===== src/rtl/mem_bus_ctrl_if.sv =====
// Mem-stage request side and shared-bus side of the memory bus controller.
// master: controller view; slave: mem stage plus bus fabric view.
interface mem_bus_ctrl_if #(
    parameter int unsigned ADDR_W = 32,
    parameter int unsigned DATA_W = 32
);
    logic              req_ce_in;
    logic              req_we_in;
    logic [ADDR_W-1:0] req_addr_in;
    logic [DATA_W-1:0] req_wdata_in;
    logic [DATA_W-1:0] rdata_out;
    logic              stall_out;
    logic              bus_req_out;
    logic              bus_we_out;
    logic [ADDR_W-1:0] bus_addr_out;
    logic [DATA_W-1:0] bus_wdata_out;
    logic [DATA_W-1:0] bus_rdata_in;
    logic              bus_ack_in;
    logic              bus_err_out;

    modport master (
        input  req_ce_in, req_we_in, req_addr_in, req_wdata_in,
        input  bus_rdata_in, bus_ack_in,
        output rdata_out, stall_out,
        output bus_req_out, bus_we_out, bus_addr_out, bus_wdata_out, bus_err_out
    );

    modport slave (
        output req_ce_in, req_we_in, req_addr_in, req_wdata_in,
        output bus_rdata_in, bus_ack_in,
        input  rdata_out, stall_out,
        input  bus_req_out, bus_we_out, bus_addr_out, bus_wdata_out, bus_err_out
    );
endinterface


===== src/rtl/mem_bus_ctrl.sv =====
// Converts mem's single-cycle RAM access into a req/ack bus transaction (sub-word stores as read-modify-write).
// Latency: load 3 / store 4 cycles plus bus wait cycles; stalls the pipeline until DONE, aborts dead slaves.
module mem_bus_ctrl #(
    parameter int unsigned ADDR_W         = 32,
    parameter int unsigned DATA_W         = 32,
    parameter int unsigned TIMEOUT_CYCLES = 16
) (
    input  logic           clk_in,
    input  logic           reset_in,
    mem_bus_ctrl_if.master bus
);
    typedef enum logic [1:0] {IDLE, RD, WR, DONE} state_t;

    localparam bit         TO_EN    = (TIMEOUT_CYCLES != 0);
    localparam logic [7:0] TO_LIMIT = 8'(TIMEOUT_CYCLES - 1);

    state_t            state_q, state_nxt;
    logic [DATA_W-1:0] rdata_q, rdata_nxt;
    logic              req_q, req_nxt;
    logic              we_q, we_nxt;
    logic [ADDR_W-1:0] addr_q, addr_nxt;
    logic              err_q, err_nxt;
    logic [7:0]        cnt_q, cnt_nxt;
    logic              timeout_hit;
    logic              unused_addr_lsb;

    // Byte/half lane selection is mem's job; only the word address goes out.
    assign unused_addr_lsb = ^bus.req_addr_in[1:0];
    assign timeout_hit     = TO_EN && (cnt_q == TO_LIMIT);

    always_ff @(posedge clk_in) begin
        if (reset_in) begin
            state_q <= IDLE;
            rdata_q <= '0;
            req_q   <= 1'b0;
            we_q    <= 1'b0;
            addr_q  <= '0;
            err_q   <= 1'b0;
            cnt_q   <= '0;
        end else begin
            state_q <= state_nxt;
            rdata_q <= rdata_nxt;
            req_q   <= req_nxt;
            we_q    <= we_nxt;
            addr_q  <= addr_nxt;
            err_q   <= err_nxt;
            cnt_q   <= cnt_nxt;
        end
    end

    always_comb begin
        state_nxt = state_q;
        rdata_nxt = rdata_q;
        req_nxt   = req_q;
        we_nxt    = we_q;
        addr_nxt  = addr_q;
        err_nxt   = 1'b0;
        cnt_nxt   = cnt_q;
        unique case (state_q)
            IDLE: begin
                if (bus.req_ce_in) begin
                    addr_nxt  = {bus.req_addr_in[ADDR_W-1:2], 2'b00};
                    req_nxt   = 1'b1;
                    we_nxt    = 1'b0;
                    cnt_nxt   = '0;
                    state_nxt = RD;
                end
            end
            RD: begin
                if (bus.bus_ack_in) begin
                    rdata_nxt = bus.bus_rdata_in;
                    cnt_nxt   = '0;
                    if (bus.req_we_in) begin
                        we_nxt    = 1'b1;
                        state_nxt = WR;
                    end else begin
                        req_nxt   = 1'b0;
                        state_nxt = DONE;
                    end
                end else if (timeout_hit) begin
                    req_nxt   = 1'b0;
                    we_nxt    = 1'b0;
                    rdata_nxt = '0;
                    err_nxt   = 1'b1;
                    state_nxt = DONE;
                end else begin
                    cnt_nxt = cnt_q + 8'd1;
                end
            end
            WR: begin
                // An ack on the limit cycle still counts as a completed write.
                if (bus.bus_ack_in) begin
                    req_nxt   = 1'b0;
                    we_nxt    = 1'b0;
                    state_nxt = DONE;
                end else if (timeout_hit) begin
                    req_nxt   = 1'b0;
                    we_nxt    = 1'b0;
                    rdata_nxt = '0;
                    err_nxt   = 1'b1;
                    state_nxt = DONE;
                end else begin
                    cnt_nxt = cnt_q + 8'd1;
                end
            end
            DONE: begin
                state_nxt = IDLE;
            end
            default: begin
                state_nxt = IDLE;
            end
        endcase
    end

    assign bus.rdata_out     = rdata_q;
    assign bus.bus_req_out   = req_q;
    assign bus.bus_we_out    = we_q;
    assign bus.bus_addr_out  = addr_q;
    assign bus.bus_err_out   = err_q;
    // mem merges against the registered read word, so its store word is live all through WR.
    assign bus.bus_wdata_out = (state_q == WR) ? bus.req_wdata_in : '0;
    assign bus.stall_out     = !reset_in && bus.req_ce_in && (state_q != DONE);
endmodule

===== src/flat_wrapper.sv =====
// flat-port wrapper written by rule: the top's interface ports become plain ports
module mem_bus_ctrl_flat 
#(
    parameter int unsigned ADDR_W         = 32,
    parameter int unsigned DATA_W         = 32,
    parameter int unsigned TIMEOUT_CYCLES = 16
)
  (clk_in, reset_in, bus_req_ce_in, bus_req_we_in, bus_req_addr_in, bus_req_wdata_in, bus_bus_rdata_in, bus_bus_ack_in, bus_rdata_out, bus_stall_out, bus_bus_req_out, bus_bus_we_out, bus_bus_addr_out, bus_bus_wdata_out, bus_bus_err_out);
  mem_bus_ctrl_if #(.ADDR_W(ADDR_W), .DATA_W(DATA_W)) bus_i ();
  input  logic clk_in;
  input  logic reset_in;
  input wire logic [$bits(bus_i.req_ce_in)-1:0] bus_req_ce_in;
  input wire logic [$bits(bus_i.req_we_in)-1:0] bus_req_we_in;
  input wire logic [$bits(bus_i.req_addr_in)-1:0] bus_req_addr_in;
  input wire logic [$bits(bus_i.req_wdata_in)-1:0] bus_req_wdata_in;
  input wire logic [$bits(bus_i.bus_rdata_in)-1:0] bus_bus_rdata_in;
  input wire logic [$bits(bus_i.bus_ack_in)-1:0] bus_bus_ack_in;
  output wire logic [$bits(bus_i.rdata_out)-1:0] bus_rdata_out;
  output wire logic [$bits(bus_i.stall_out)-1:0] bus_stall_out;
  output wire logic [$bits(bus_i.bus_req_out)-1:0] bus_bus_req_out;
  output wire logic [$bits(bus_i.bus_we_out)-1:0] bus_bus_we_out;
  output wire logic [$bits(bus_i.bus_addr_out)-1:0] bus_bus_addr_out;
  output wire logic [$bits(bus_i.bus_wdata_out)-1:0] bus_bus_wdata_out;
  output wire logic [$bits(bus_i.bus_err_out)-1:0] bus_bus_err_out;
  assign bus_i.req_ce_in = bus_req_ce_in;
  assign bus_i.req_we_in = bus_req_we_in;
  assign bus_i.req_addr_in = bus_req_addr_in;
  assign bus_i.req_wdata_in = bus_req_wdata_in;
  assign bus_i.bus_rdata_in = bus_bus_rdata_in;
  assign bus_i.bus_ack_in = bus_bus_ack_in;
  assign bus_rdata_out = bus_i.rdata_out;
  assign bus_stall_out = bus_i.stall_out;
  assign bus_bus_req_out = bus_i.bus_req_out;
  assign bus_bus_we_out = bus_i.bus_we_out;
  assign bus_bus_addr_out = bus_i.bus_addr_out;
  assign bus_bus_wdata_out = bus_i.bus_wdata_out;
  assign bus_bus_err_out = bus_i.bus_err_out;
  mem_bus_ctrl #(.ADDR_W(ADDR_W), .DATA_W(DATA_W), .TIMEOUT_CYCLES(TIMEOUT_CYCLES)) u_core (.clk_in(clk_in), .reset_in(reset_in), .bus(bus_i));
endmodule

===== config.mk =====
export PLATFORM = sky130hd
export DESIGN_NAME = mem_bus_ctrl_flat
export DESIGN_NICKNAME = d
export VERILOG_FILES = /design/src/rtl/mem_bus_ctrl_if.sv /design/src/rtl/mem_bus_ctrl.sv /design/src/flat_wrapper.sv
export SDC_FILE = /design/constraint.sdc
export NUM_CORES = 1
export LEC_CHECK = 0
export CELL_PAD_IN_SITES_DETAIL_PLACEMENT = 1
export CELL_PAD_IN_SITES_GLOBAL_PLACEMENT = 1
export CORE_AREA = 2 2 142 102
export DETAILED_ROUTE_END_ITERATION = 10
export DIE_AREA = 0 0 144 104
export PLACE_DENSITY = 0.83
export REMOVE_ABC_BUFFERS = 1
export SETUP_SLACK_MARGIN = 0.15
export SKIP_CTS_REPAIR_TIMING = 1
export SLEW_MARGIN = 40
export SYNTH_ARGS = -nofsm -noshare
export SYNTH_HDL_FRONTEND = slang
export SYNTH_SLANG_ARGS = --single-unit

===== constraint.sdc =====
create_clock -name clk_in -period 2.4 [get_ports clk_in]
set_input_delay 0.6 -clock clk_in [delete_from_list [all_inputs] [get_ports clk_in]]
set_output_delay 0.6 -clock clk_in [all_outputs]
set_load 0.01 [all_outputs]

==> results.tsv, run 1 <==
metric	value	unit
run status	finished clean	
Worst Path Max Fanout	20	
worst min-delay path class	reg2reg	
drt pass-1 iters	5	
Tcrit/Tclk final	85.1	%
CP startpoint kind	register	
Final Skew	0.0117	ns
Synth Cell Area	3480	um2
setup TNS	0	ns
placed inst area	5610	um2
final instance area	6120	um2
TritonCTS Buffers	9	
Hold Fails Final Rpt	0	
worst skew pair latency	0.33	ns
pwr dens	679	nW/um2
num ports	201	
DR vias	3800	
Final Slew Violations	0	
clock slew seen by the registers of the worst setup and hold paths	0.06	ns
final WL	12900	um
Req. time, crit path	1.80	ns
post-layout net count	716	
hold path depth	2	
Yosys cell types	44	
CTS Sinks	75	
P&R area growth vs syn	75.7	%
VDD IR max	315	uV
number of global-route vias before repair	3911	
largest net degree at the start of global routing	78	
die area	15000	um2
met1 Usage GRT	19.8	%
pre-CTS setup slack	-0.0452	ns
arrival time worst endpoint	1.44	ns
share of layout cells above drive strength 1	8.50	%
post-detail-place hpwl	9240	um
Gate Count Post-Synth	414	
FF-to-FF Start	u_core.state_q[0]$_SDFFE_PP0P_	
placed cell count	779	
Yosys warnings	0	
wire per inst	16.1	um
gpl congestion	0.765	
Global Route Usage Sum	16.4	%
initial cell density of the core	25.5	%
DRT iter0 DRCs	125	
average size of a mapped cell	8.42	um2
vias per cell	4.74	
Max Cap Viol	0	
die width	144	um
layer with the highest usage	met2	
met2 usage	29.1	%
met3 usage	4.74	%
DRC	0	
Lkg Pwr	2.73	nW
R2R cell count	8	
WHS Endpoint	u_core.bus.bus_addr_out[10]$_SDFFE_PP0P_	
crit path time final	2.04	ns
core box area	13600	um2
final core utilization	44.8	%
first-pass GRT wire length	20100	um
Antenna Nets Post-Route	0	
R2R Setup Slk	0.39	ns
register area share after synthesis	43.1	%
Std-Cell Rows	36	
root buf cell	clkbuf_16	
initial antenna violation count	0	
Layout Cells excl Fill	802	
Max Root-Sink Buffers	2	
antenna diode count	0	
CP Class	reg2out	
clock tree from TritonCTS	yes	
IO Port Bufs	196	
FMAX	490	MHz
commonest non-fill, non-tap cell in the layout	clkdlybuf4s50_1	
endpoints failing setup	0	
RR Endpoint	u_core.bus.rdata_out[3]$_SDFFE_PP0P_	
hold path startpoint	u_core.bus.bus_addr_out[10]$_SDFFE_PP0P_	
Worst Slack Setup Final	0.358	ns
most frequent cells in the layout	clkdlybuf4s50_1 (162), a21oi_1 (98), dfxtp_1 (73), nand2_1 (70), a211oi_1 (35)	
CP Capture Type	output port	
Overflow after GRT	0	
Die Ht	104	um
synthesis-stage register bit count	75	
RSZ-0062 raised after global routing	no	
H-tree depth	3	
==> sequential cells by signal, indices dropped and copies added, names as in the netlist <==
name                     cells
u_core.bus.bus_err_out       1
u_core.cnt_q                 8
u_core.bus.rdata_out        32
u_core.state_q               2
u_core.bus.bus_we_out        1
u_core.bus.bus_addr_out     30
u_core.bus.bus_req_out       1
==> how the worst max path moves through the flow <==
| stage | startpoint | end | slack (ns) |
|---|---|---|---|
| after CTS | u_core.state_q[0]$_SDFFE_PP0P_ | bus_bus_wdata_out[18] | -0.21 |
| after detailed placement | bus_req_ce_in | bus_stall_out | -0.05 |
| final | u_core.state_q[0]$_SDFFE_PP0P_ | bus_bus_wdata_out[29] | 0.36 |
| after global placement | bus_req_ce_in | bus_stall_out | -0.03 |
| after global routing | u_core.state_q[0]$_SDFFE_PP0P_ | u_core.bus.rdata_out[5]$_SDFFE_PP0P_ | 0.24 |
| after floorplan | u_core.state_q[0]$_SDFFE_PP0P_ | u_core.bus.rdata_out[0]$_SDFFE_PP0P_ | -0.38 |
==> cells in the mapped netlist <==
library cell | n | area, um2
a41oi_1 | 2 | 17.5
clkbuf_8 | 4 | 55.1
nor2_1 | 6 | 22.5
a2111oi_0 | 1 | 8.76
mux2i_4 | 1 | 22.5
nand2b_1 | 4 | 25.0
and2_1 | 33 | 206
clkbuf_1 | 19 | 71.3
nand4_1 | 1 | 6.26
a21boi_0 | 2 | 15.0
nand2_1 | 70 | 263
nor4_1 | 3 | 18.8
a211oi_1 | 35 | 263
or2_2 | 1 | 6.26
nor2b_1 | 1 | 6.26
buf_4 | 2 | 15.0
a2111oi_1 | 2 | 20.0
o21a_1 | 1 | 7.51
buf_2 | 6 | 30.0
a31oi_1 | 3 | 18.8
inv_1 | 2 | 7.51
o21ai_0 | 4 | 20.0
and3_1 | 2 | 12.5
o41ai_1 | 1 | 8.76
dfxtp_1 | 75 | 1500
a21oi_1 | 98 | 490
nor2_4 | 1 | 11.3
or4_4 | 1 | 11.3
nor2_2 | 1 | 6.26
ha_1 | 8 | 100
nor4_4 | 1 | 21.3
and4_2 | 1 | 10.0
nor3b_1 | 1 | 7.51
nand4b_1 | 1 | 8.76
a211oi_4 | 1 | 20.0
o31ai_1 | 1 | 7.51
nor3_1 | 2 | 10.0
buf_6 | 5 | 56.3
and4_1 | 1 | 8.76
or4_1 | 1 | 7.51
conb_1 | 1 | 3.75
a311oi_1 | 3 | 26.3
nand3_1 | 4 | 20.0
and2b_2 | 1 | 8.76
==> cell type report <==
cell class | instances | area [um2]
fillers | 1559 | 7530
repair buffers | 217 | 2260
multi-input cells | 302 | 1770
flip-flops and latches | 75 | 1500
clock buffers | 10 | 239
well taps | 190 | 238
clock inverters | 6 | 96.3
inverters | 2 | 7.51
==> per-stage QoR <==
| step | hold slack [ns] | power (W) |
|---|---|---|
| finish | 0.453 | 0.00416 |
| global route | 0.479 | 0.00440 |
| CTS | 0.457 | 0.00418 |
| detailed placement | 0.447 | 0.00265 |
| global placement | 0.442 | 0.00258 |
| floorplan | 0.466 | 0.00197 |
==> logic make-up after synthesis <==
group	share of synthesized area [%]
AO/OA/AOI/OAI	26.5
buffers and inverters	6.75
flip-flops	43.1
other	0.108
adder cells (fa/ha/maj)	2.87
AND/OR/NAND/NOR	20.0
multiplexers	0.646
==> worst max-delay path, stage by stage, from the launching register on <==
cell and delay, ns:
dfxtp_2 0.38, inv_2 0.08, ha_4 0.18, buf_12 0.15
and2_1 0.14, dlymetal6s2s_1 0.19
==> per-layer routing <==
layer  part of all wire [%]  vias to the layer above
li1                       -                     1848
met1                     44                     1831
met2                     49                      110
met3                    6.2                       11
met4                   0.46                        0
met5                      0                        -
==> report_power, final <==
part           internal (W)  switching (W)
registers           0.00135      0.0000683
logic              0.000620       0.000609
clock network      0.000952       0.000553
total               0.00293        0.00123
(Power assumes the default switching activity.)
==> inputs of run 2 (changes only) <==
Settings changed: CAP_MARGIN set to 20.
==> results of run 2 <==
The final DEF is identical to that of run 1; final timing and power are the same.
==> inputs of run 3 (changes only) <==
Settings changed: MAX_ROUTING_LAYER set to met4.
Clock period 2.4 ns to 2 ns, I/O delays scaled along.
==> results.tsv, run 3 (synthesis results as in run 1) <==
metric	value	unit
largest net degree at the start of global routing	78	
antenna diode count	0	
number of global-route vias before repair	3974	
Antenna Nets Post-Route	0	
IO Port Bufs	196	
wire per inst	16.9	um
sw power	0.00152	W
DR vias	3872	
clock tree from TritonCTS	yes	
Clk pwr share	32.4	%
Max Root-Sink Buffers	2	
Tcrit/Tclk final	97.0	%
Req. time, crit path	2.18	ns
FMAX	515	MHz
pwr dens	810	nW/um2
CTS Sinks	75	
Lkg Pwr	2.26	nW
post-detail-place hpwl	9340	um
num ports	201	
DRT iter0 DRCs	122	
endpoints failing setup	0	
Max Cap Viol	0	
commonest non-fill, non-tap cell in the layout	clkdlybuf4s50_1	
final core utilization	44.6	%
Final Skew	0.00661	ns
Die Ht	104	um
post-layout net count	724	
run status	finished clean	
core box area	13600	um2
first-pass GRT wire length	20400	um
slew margin rel.	58.6	%
P&R area growth vs syn	74.8	%
DRC	0	
Worst Path Max Fanout	8	
share of layout cells above drive strength 1	18.6	%
die width	144	um
worst min-delay path class	reg2reg	
Combinational Power Share	33.1	%
H-tree depth	3	
drt pass-1 iters	6	
Hold Fails Final Rpt	0	
initial antenna violation count	0	
switch share	30.8	%
Int Power	0.00341	W
Global Route Usage Sum	17.3	%
vias per cell	4.79	
CP startpoint kind	register	
most frequent cells in the layout	clkdlybuf4s50_1 (161), a21oi_1 (97), dfxtp_1 (73), nand2_1 (70), a211oi_1 (34)	
die area	15000	um2
CP Capture Type	register	
initial cell density of the core	25.5	%
worst skew pair latency	0.33	ns
crit path time final	1.94	ns
Overflow after GRT	0	
RSZ-0062 raised after global routing	yes	
sequential share of power	34.5	%
gpl congestion	0.793	
arrival time worst endpoint	2.12	ns
Std-Cell Rows	36	
setup TNS	0	ns
number of flip-flops under the largest register name	32	
root buf cell	clkbuf_16	
CP Class	reg2reg	
final WL	13700	um
Final Slew Violations	0	
Worst Tran Pin Value	0.620	ns
VDD IR max	396	uV
TritonCTS Buffers	9	
clock slew seen by the registers of the worst setup and hold paths	0.06	ns
-- run 3: final timing paths --
check                                                         startpoint                                       end  slack, ns  cells after the start
worst min-delay path            u_core.bus.bus_addr_out[22]$_SDFFE_PP0P_  u_core.bus.bus_addr_out[22]$_SDFFE_PP0P_       0.45                      2
worst min register to register  u_core.bus.bus_addr_out[22]$_SDFFE_PP0P_  u_core.bus.bus_addr_out[22]$_SDFFE_PP0P_       0.45                      2
worst max register to register            u_core.state_q[1]$_SDFFE_PP0P_            u_core.state_q[0]$_SDFFE_PP0P_       0.06                      6
worst max-delay path                      u_core.state_q[1]$_SDFFE_PP0P_            u_core.state_q[0]$_SDFFE_PP0P_       0.06                      6
-- run 3: stage by stage --
stage	setup WS, ns	area, um2	total power (W)	instances	hold WS [ns]
after floorplan	-0.777	3260	0.00237	379	0.466
after global placement	-0.248	5710	0.00316	789	0.442
after detailed placement	-0.284	5710	0.00325	789	0.449
after CTS	-0.364	6000	0.00489	804	0.457
after global routing	0.0118	6090	0.00520	809	0.474
final	0.0590	6090	0.00494	809	0.454
-- run 3: critical path, stage by stage (launching register included) --
cell and delay (ns):
dfxtp_2 0.39, inv_1 0.15, ha_4 0.20, and2b_2 0.25, buf_4 0.19, a2111oi_0 0.47, a2111oi_1 0.15
-- run 3: cell type report --
cell class                      instances  area, um2
Tap cell                              190        238
Sequential cell                        75       1500
Fill cell                            1571       7560
Inverter                                2       7.51
Multi-Input combinational cell        302       1880
Clock buffer                            9        225
Clock inverter                          6       65.1
Timing Repair Buffer                  225       2170
-- run 3: routing by layer --
metal  vias to the layer above  track usage (%)  share of wire [%]
met5                         -                -                  0
met1                      1862             21.5                 45
met3                        19             3.41                4.6
li1                       1867                -                  -
met4                         0             3.57                1.3
met2                       124             29.2                 49
-- run 3: power groups by stage --
stage          Combinational (W)  Clock, W  Sequential (W)
2_1_floorplan           0.000588         0         0.00178
3_5_place_dp             0.00152         0         0.00173
6_report                 0.00164   0.00160         0.00170
5_1_grt                  0.00178   0.00171         0.00172
4_1_cts                  0.00153   0.00166         0.00170
3_3_place_gp             0.00145         0         0.00172
